**src/rtl/slc3_fetch_pkg.sv**
```systemverilog
// rtl/slc3_fetch_pkg.sv - shared types and PC-select codes for the SLC-3 fetch path
package slc3_fetch_pkg;

  typedef enum logic [1:0] {
    IDLE    = 2'd0,
    READ    = 2'd1,
    LOAD_IR = 2'd2
  } fetch_state_t;

  // PC select codes used by the control FSM; pc_inc requests PCMUX_INC.
  localparam logic [1:0] PCMUX_INC  = 2'b00;
  localparam logic [1:0] PCMUX_ADDR = 2'b01;
  localparam logic [1:0] PCMUX_BUS  = 2'b10;

endpackage

```
**src/rtl/fetch_wait_counter.sv**
```systemverilog
// rtl/fetch_wait_counter.sv - saturating count of ready-less READ cycles
module fetch_wait_counter #(
  parameter int MAX_WAIT = 15
) (
  input  logic Clk,
  input  logic Reset,
  input  logic clear,
  input  logic enable,
  output logic expired
);

  localparam int CW = $clog2(MAX_WAIT + 1);
  localparam logic [CW-1:0] LIMIT = CW'(MAX_WAIT);
  localparam logic [CW-1:0] LAST  = CW'(MAX_WAIT - 1);

  logic [CW-1:0] count_q, count_d;

  // expired marks the edge on which the count reaches MAX_WAIT.
  assign expired = enable && (count_q == LAST);

  always_comb begin
    count_d = count_q;
    if (clear) begin
      count_d = '0;
    end else if (enable && (count_q != LIMIT)) begin
      count_d = count_q + 1'b1;
    end
  end

  always_ff @(posedge Clk or posedge Reset) begin
    if (Reset) begin
      count_q <= '0;
    end else begin
      count_q <= count_d;
    end
  end

endmodule

```
**src/rtl/fetch_sequencer.sv**
```systemverilog
// rtl/fetch_sequencer.sv - SLC-3 instruction fetch: MAR, PC+1, memory read, IR load
module fetch_sequencer
  import slc3_fetch_pkg::*;
#(
  parameter int                DATA_W   = 16,
  parameter int                MAX_WAIT = 15,
  parameter logic [DATA_W-1:0] IR_RESET = '0
) (
  input  logic              Clk,
  input  logic              Reset,
  input  logic              start,
  input  logic              abort,
  input  logic [DATA_W-1:0] pc_in,
  input  logic [DATA_W-1:0] mem_rdata,
  input  logic              mem_ready,
  output logic [DATA_W-1:0] mar,
  output logic              mem_rd,
  output logic [DATA_W-1:0] mdr,
  output logic [DATA_W-1:0] ir,
  output logic              pc_inc,
  output logic              ir_valid,
  output logic              busy,
  output logic              fetch_err
);

  fetch_state_t      state_q, state_d;
  logic [DATA_W-1:0] mar_q, mar_d;
  logic [DATA_W-1:0] mdr_q, mdr_d;
  logic [DATA_W-1:0] ir_q, ir_d;
  logic              pc_inc_q, pc_inc_d;
  logic              ir_valid_q, ir_valid_d;
  logic              fetch_err_q, fetch_err_d;
  logic              wait_clear;
  logic              wait_enable;
  logic              wait_expired;

  assign wait_enable = (state_q == READ) && !mem_ready;

  fetch_wait_counter #(
    .MAX_WAIT (MAX_WAIT)
  ) u_wait (
    .Clk     (Clk),
    .Reset   (Reset),
    .clear   (wait_clear),
    .enable  (wait_enable),
    .expired (wait_expired)
  );

  always_comb begin
    state_d     = state_q;
    mar_d       = mar_q;
    mdr_d       = mdr_q;
    ir_d        = ir_q;
    pc_inc_d    = 1'b0;
    ir_valid_d  = 1'b0;
    fetch_err_d = fetch_err_q;
    wait_clear  = 1'b0;
    unique case (state_q)
      IDLE: begin
        if (start && !abort) begin
          mar_d       = pc_in;
          pc_inc_d    = 1'b1;
          fetch_err_d = 1'b0;
          wait_clear  = 1'b1;
          state_d     = READ;
        end
      end
      READ: begin
        // abort wins over both a completing read and a timeout
        if (abort) begin
          state_d = IDLE;
        end else if (mem_ready) begin
          mdr_d   = mem_rdata;
          state_d = LOAD_IR;
        end else if (wait_expired) begin
          fetch_err_d = 1'b1;
          state_d     = IDLE;
        end
      end
      LOAD_IR: begin
        if (!abort) begin
          ir_d       = mdr_q;
          ir_valid_d = 1'b1;
        end
        state_d = IDLE;
      end
      default: state_d = IDLE;
    endcase
  end

  always_ff @(posedge Clk or posedge Reset) begin
    if (Reset) begin
      state_q     <= IDLE;
      mar_q       <= '0;
      mdr_q       <= '0;
      ir_q        <= IR_RESET;
      pc_inc_q    <= 1'b0;
      ir_valid_q  <= 1'b0;
      fetch_err_q <= 1'b0;
    end else begin
      state_q     <= state_d;
      mar_q       <= mar_d;
      mdr_q       <= mdr_d;
      ir_q        <= ir_d;
      pc_inc_q    <= pc_inc_d;
      ir_valid_q  <= ir_valid_d;
      fetch_err_q <= fetch_err_d;
    end
  end

  assign mem_rd    = (state_q == READ);
  assign busy      = (state_q != IDLE);
  assign mar       = mar_q;
  assign mdr       = mdr_q;
  assign ir        = ir_q;
  assign pc_inc    = pc_inc_q;
  assign ir_valid  = ir_valid_q;
  assign fetch_err = fetch_err_q;

endmodule

```
**config.mk**
```make
export PLATFORM = sky130hd
export DESIGN_NAME = fetch_sequencer
export DESIGN_NICKNAME = d
export VERILOG_FILES = /design/src/rtl/slc3_fetch_pkg.sv /design/src/rtl/fetch_wait_counter.sv /design/src/rtl/fetch_sequencer.sv
export SDC_FILE = /design/constraint.sdc
export NUM_CORES = 1
export LEC_CHECK = 0
export ABC_AREA = 1
export BUFFER_PORTS_ARGS = -buffer_cell sky130_fd_sc_hd__buf_4
export CELL_PAD_IN_SITES_DETAIL_PLACEMENT = 1
export CELL_PAD_IN_SITES_GLOBAL_PLACEMENT = 1
export CORE_MARGIN = 10
export CORE_UTILIZATION = 35
export CTS_CLUSTER_SIZE = 20
export DETAILED_ROUTE_END_ITERATION = 6
export HOLD_SLACK_MARGIN = 0.03
export PLACE_DENSITY = 0.79
export SYNTH_ARGS = -nofsm -noshare
export SYNTH_HDL_FRONTEND = slang
export SYNTH_HIERARCHICAL = 1
export SYNTH_SLANG_ARGS = --single-unit
export TNS_END_PERCENT = 10
```
**constraint.sdc**
```tcl
create_clock -name Clk -period 2 [get_ports Clk]
set_clock_uncertainty 0.15 [all_clocks]
set_input_delay 0.2 -clock Clk [delete_from_list [all_inputs] [get_ports Clk]]
set_output_delay 0.2 -clock Clk [all_outputs]
set_load 0.01 [all_outputs]
```
==> flow_summary.html <==
<table>
<tr><th>Metric</th><th>Value</th></tr>
<tr><th colspan="2">Clock network</th></tr>
<tr><td>CTS max path bufs</td><td>2</td></tr>
<tr><td>Hold buffer count at cts</td><td>34</td></tr>
<tr><td>Cts bufs inserted</td><td>9</td></tr>
<tr><td>CTS clock-pin slew for the worst setup and hold paths</td><td>0.06 ns</td></tr>
<tr><td>CTS H-Tree Depth</td><td>3</td></tr>
<tr><td>Post CTS Setup Buffer Count</td><td>0</td></tr>
<tr><td>Cell at the root of the clock tree</td><td>sky130_fd_sc_hd__clkbuf_8</td></tr>
<tr><td>Total clock sinks</td><td>57</td></tr>
<tr><td>Clock insertion delay at the later pin of the skew report</td><td>0.34 ns</td></tr>
<tr><td>PostCTS Resize Cnt</td><td>0</td></tr>
<tr><td>Clock tree from TritonCTS</td><td>yes</td></tr>
<tr><th colspan="2">STA</th></tr>
<tr><td>Worst-Margin Slew</td><td>0.4076 ns</td></tr>
<tr><td>Unrepaired setup endpoints after global routing</td><td>false</td></tr>
<tr><td>Setup TNS after final layout</td><td>0 ns</td></tr>
<tr><td>Post-route clock period utilization</td><td>0.9046</td></tr>
<tr><td>Number of max-slew violations in the final report</td><td>0</td></tr>
<tr><td>Time the worst path needs with I/O delays and setup</td><td>around 1.8 ns</td></tr>
<tr><td>Final Hold Slack</td><td>between 0.07 and 0.08 ns</td></tr>
<tr><td>Hold Violations, Final</td><td>0</td></tr>
<tr><td>Max Clk Rate</td><td>0.5527 GHz</td></tr>
<tr><td>Worst slew margin relative to its limit</td><td>0.7277</td></tr>
<tr><td>Final count of negative-setup-slack endpoints</td><td>0</td></tr>
<tr><th colspan="2">Power</th></tr>
<tr><td>P_leak</td><td>2.046 nW</td></tr>
<tr><td>Worst ir drop on vdd</td><td>0.3911 mV</td></tr>
<tr><td>Total power consumption of the routed design</td><td>3.665 mW</td></tr>
<tr><td>P per Cell Area</td><td>~1000 nW/um^2</td></tr>
<tr><th colspan="2">Yosys</th></tr>
<tr><td>Largest family of logic cells by synthesized area</td><td>simple AND/OR/NAND/NOR gates</td></tr>
<tr><td>Number of distinct standard cells referenced by the synthesized netlist</td><td>19</td></tr>
<tr><td>Post-Synth Adder-Cell Area</td><td>0.01038</td></tr>
<tr><td>Library cell occupying the most area in the post-synthesis netlist</td><td>sky130_fd_sc_hd__dfrtp_1</td></tr>
<tr><td>Top post-synthesis cells by area</td><td>sky130_fd_sc_hd__dfrtp_1 (59%), sky130_fd_sc_hd__nand2_1 (17%), sky130_fd_sc_hd__nand3_1 (11%), sky130_fd_sc_hd__inv_1 (1.7%), sky130_fd_sc_hd__buf_6 (1.4%)</td></tr>
<tr><td>Synthesized area</td><td>2411 um^2</td></tr>
<tr><td>Area share of the largest cell type after synthesis</td><td>0.5916</td></tr>
<tr><td>Fraction of the mapped netlist area in compound gates</td><td>0.002076</td></tr>
<tr><td>Proportion of synthesized area in mux cells</td><td>0</td></tr>
<tr><td>Cell with the most instances after synthesis</td><td>sky130_fd_sc_hd__nand2_1</td></tr>
<tr><td>Number of instances in the synthesized netlist</td><td>267</td></tr>
<tr><td>Count of flip-flops with a built-in enable after synthesis</td><td>0</td></tr>
<tr><td>Count of warnings emitted by yosys</td><td>6</td></tr>
<tr><td>Commonest register cell after synthesis</td><td>sky130_fd_sc_hd__dfrtp_1</td></tr>
<tr><td>Sequential cell area fraction in the yosys report</td><td>0.5916</td></tr>
<tr><td>Post-Synth Simple-Gate Area</td><td>0.3368</td></tr>
<tr><td>XOR/XNOR Fraction of Synth Area</td><td>0.003633</td></tr>
<tr><td>Synthesized flop and latch total</td><td>57</td></tr>
<tr><td>Synthesized Nets</td><td>306</td></tr>
<tr><td>Synth top cells by count</td><td>sky130_fd_sc_hd__nand2_1 (112), sky130_fd_sc_hd__dfrtp_1 (57), sky130_fd_sc_hd__nand3_1 (53)</td></tr>
<tr><td>Syn avg cell area</td><td>~9.0 um^2</td></tr>
<tr><td>Share of synthesized registers carrying an async set or reset</td><td>1.000</td></tr>
<tr><th colspan="2">Critical path</th></tr>
<tr><td>Biggest fanout along the worst timing path</td><td>17</td></tr>
<tr><td>Most repeated library cell on the critical path</td><td>sky130_fd_sc_hd__buf_4</td></tr>
<tr><td>Worst flop-to-flop path endpoint</td><td>ir[4]</td></tr>
<tr><td>Setup slack of the most critical reg-to-reg path</td><td>0.35 ns</td></tr>
<tr><td>Critical setup path kind</td><td>reg -&gt; out</td></tr>
<tr><td>Largest stage delay on the critical path</td><td>0.47 ns</td></tr>
<tr><td>CP Cell Sequence</td><td>nor2_4, buf_4, inv_1, buf_4</td></tr>
<tr><td>Kind of capture point of the worst setup path</td><td>output port</td></tr>
<tr><td>CP required</td><td>1.65 ns</td></tr>
<tr><td>Element type at the critical path start</td><td>flop</td></tr>
<tr><td>Arrival time reported for the critical path endpoint</td><td>approximately 1.5 ns</td></tr>
<tr><td>R2R Path Start</td><td>state_q[0]</td></tr>
<tr><td>Depth of the worst register-to-register path</td><td>4</td></tr>
<tr><td>Critical Path Slowest Stage Cell</td><td>sky130_fd_sc_hd__dfrtp_1</td></tr>
<tr><th colspan="2">Place</th></tr>
<tr><td>Total half-perimeter wirelength after legalization and detailed placement</td><td>5654 um</td></tr>
<tr><td>Cell count after placement</td><td>431</td></tr>
<tr><td>Placer congestion estimate</td><td>0.7873</td></tr>
<tr><td>Port-buffer cells</td><td>89</td></tr>
<tr><th colspan="2">Global routing</th></tr>
<tr><td>Largest net degree at the start of global routing</td><td>42</td></tr>
<tr><td>Overall routing resource usage</td><td>0.1648</td></tr>
<tr><td>Total grt overflow</td><td>0</td></tr>
<tr><td>Antenna violations before repair</td><td>1</td></tr>
<tr><td>Wire length of the first global-routing pass</td><td>13340 um</td></tr>
<tr><td>Number of global-route vias before repair</td><td>around 2600</td></tr>
<tr><th colspan="2">Finish</th></tr>
<tr><td>Fraction of layout cells with a size suffix above 1</td><td>0.3050</td></tr>
<tr><td>Fin cells</td><td>481</td></tr>
<tr><td>Area added between synthesis and finish</td><td>52.52%</td></tr>
<tr><td>Final layout net count</td><td>435</td></tr>
<tr><th colspan="2">Floorplanning</th></tr>
<tr><td>Die Span X</td><td>103 um</td></tr>
<tr><td>Core Box Area</td><td>6756 um^2</td></tr>
<tr><td>I/O pin total</td><td>90</td></tr>
<tr><td>Total Die Area</td><td>approximately 11000 um^2</td></tr>
<tr><td>Chip height</td><td>between 100 and 150 um</td></tr>
<tr><td>Std-Cell Rows</td><td>30</td></tr>
<tr><td>Starting Density</td><td>0.3569</td></tr>
<tr><th colspan="2">Min path</th></tr>
<tr><td>Hold Crit Depth</td><td>4</td></tr>
<tr><td>Destination of the worst hold path</td><td>state_q[0]</td></tr>
<tr><td>Worst min-delay path class</td><td>in -&gt; reg</td></tr>
<tr><td>Min-Delay Startpoint</td><td>abort</td></tr>
<tr><th colspan="2">Route</th></tr>
<tr><td>Routed met2 length</td><td>4449 um</td></tr>
<tr><td>Drt first-iter violations</td><td>91</td></tr>
<tr><td># DRC</td><td>0</td></tr>
<tr><td>Number of detailed-routing iterations run before antenna repair</td><td>4</td></tr>
<tr><td>Final routed wire length divided by cell count</td><td>17.56 um</td></tr>
<tr><td>Count of nets left with antenna violations after detail routing</td><td>0</td></tr>
<tr><td>Wire length on met1</td><td>3164 um</td></tr>
<tr><td>Vias per inst</td><td>4.967</td></tr>
<tr><td>Length of routed met3 wiring</td><td>571 um</td></tr>
<tr><td>Via count</td><td>2389</td></tr>
<tr><td>Wire length after detailed routing</td><td>8447 um</td></tr>
<tr><td>Highest metal used</td><td>met4</td></tr>
<tr><th colspan="2">Outcome</th></tr>
<tr><td>Status</td><td>finished, final reports clean</td></tr>
<tr><th colspan="2">Flow run</th></tr>
<tr><td>Number of maximum-capacitance violations</td><td>0</td></tr>
</table>
per-stage QoR:
| stage | utilization | area [um^2] | setup WS (ns) |
|---|---|---|---|
| after floorplan | - | 2411 | 0.3638 |
| after global placement | 0.4667 | 3153 | 0.4630 |
| after detailed placement | 0.4667 | 3153 | 0.3571 |
| after CTS | 0.5439 | 3675 | 0.1935 |
| after global routing | 0.5443 | 3677 | 0.09870 |
| final | 0.5443 | 3677 | 0.1907 |
kinds of logic after synthesis:
kind of cell | Yosys count
AO/OA/AOI/OAI | 1
XOR/XNOR | 1
adder cells (fa/ha/maj) | 2
buffers and inverters | 25
flip-flops | 57
AND/OR/NAND/NOR | 181
placed cells by master, fill, tap and decap left out:
cell type and instances:
sky130_fd_sc_hd__nor2_4 3, sky130_fd_sc_hd__buf_12 1, sky130_fd_sc_hd__clkbuf_1 1, sky130_fd_sc_hd__nor2_1 5, sky130_fd_sc_hd__nand4_1 2, sky130_fd_sc_hd__clkinvlp_4 1, sky130_fd_sc_hd__nor2_2 1, sky130_fd_sc_hd__clkinv_2 2
sky130_fd_sc_hd__ha_1 2, sky130_fd_sc_hd__xor2_1 1, sky130_fd_sc_hd__o21ai_1 1, sky130_fd_sc_hd__buf_4 93, sky130_fd_sc_hd__nor2_8 1, sky130_fd_sc_hd__diode_2 1, sky130_fd_sc_hd__nand2_4 2, sky130_fd_sc_hd__nand3_1 53
sky130_fd_sc_hd__dlygate4sd3_1 34, sky130_fd_sc_hd__inv_1 10, sky130_fd_sc_hd__nand2_1 112, sky130_fd_sc_hd__dfrtp_1 57, sky130_fd_sc_hd__inv_2 4, sky130_fd_sc_hd__clkbuf_8 12, sky130_fd_sc_hd__nand2_2 2
worst max-delay path: cells and delay by family, from the launching register on:
family / cells / cell delay, ns
buf+inv: 3 / 0.48
flops: 1 / 0.47
simple gates: 1 / 0.18
how the worst max path moves through the flow:
stage	to	slack, ns	from
floorplan	fetch_err	0.36	Reset
global placement	ir[12]	0.46	state_q[0]
detailed placement	ir[4]	0.36	state_q[0]
CTS	busy	0.19	state_q[0]
global route	busy	0.1	state_q[1]
finish	busy	0.19	state_q[0]
cell type report:
type	instances	area (um^2)
inverter	15	57.56
tap	80	100.1
clock buffer	13	168.9
antenna	1	2.502
timing repair buffer	128	1059
sequential	57	1426
fill	811	3079
multi-input combinational	185	850.8
clock inverter	2	12.51
metal layers:
layer / vias up / global-route usage
met3: 22 / 0.04491
met4: 0 / 0.1005
met2: 73 / 0.2940
met5: - / 0
met1: 1194 / 0.1673
li1: 1100 / -
state kept, by name, indices dropped and copies added (netlist names):
name / cells
fetch_err: 1
ir_valid: 1
mar: 16
ir: 16
pc_inc: 1
state_q: 2
mdr: 16
u_wait/count_q: 4
power by group:
group / internal, mW / total, mW / leakage (nW) / switching (mW)
combinational: 0.515 / 1.04 / 1.22 / 0.527
sequential: 1.41 / 1.63 / 0.735 / 0.221
clock: 0.542 / 0.990 / 0.0915 / 0.448
No activity file was read; power rests on OpenSTA's default activity.
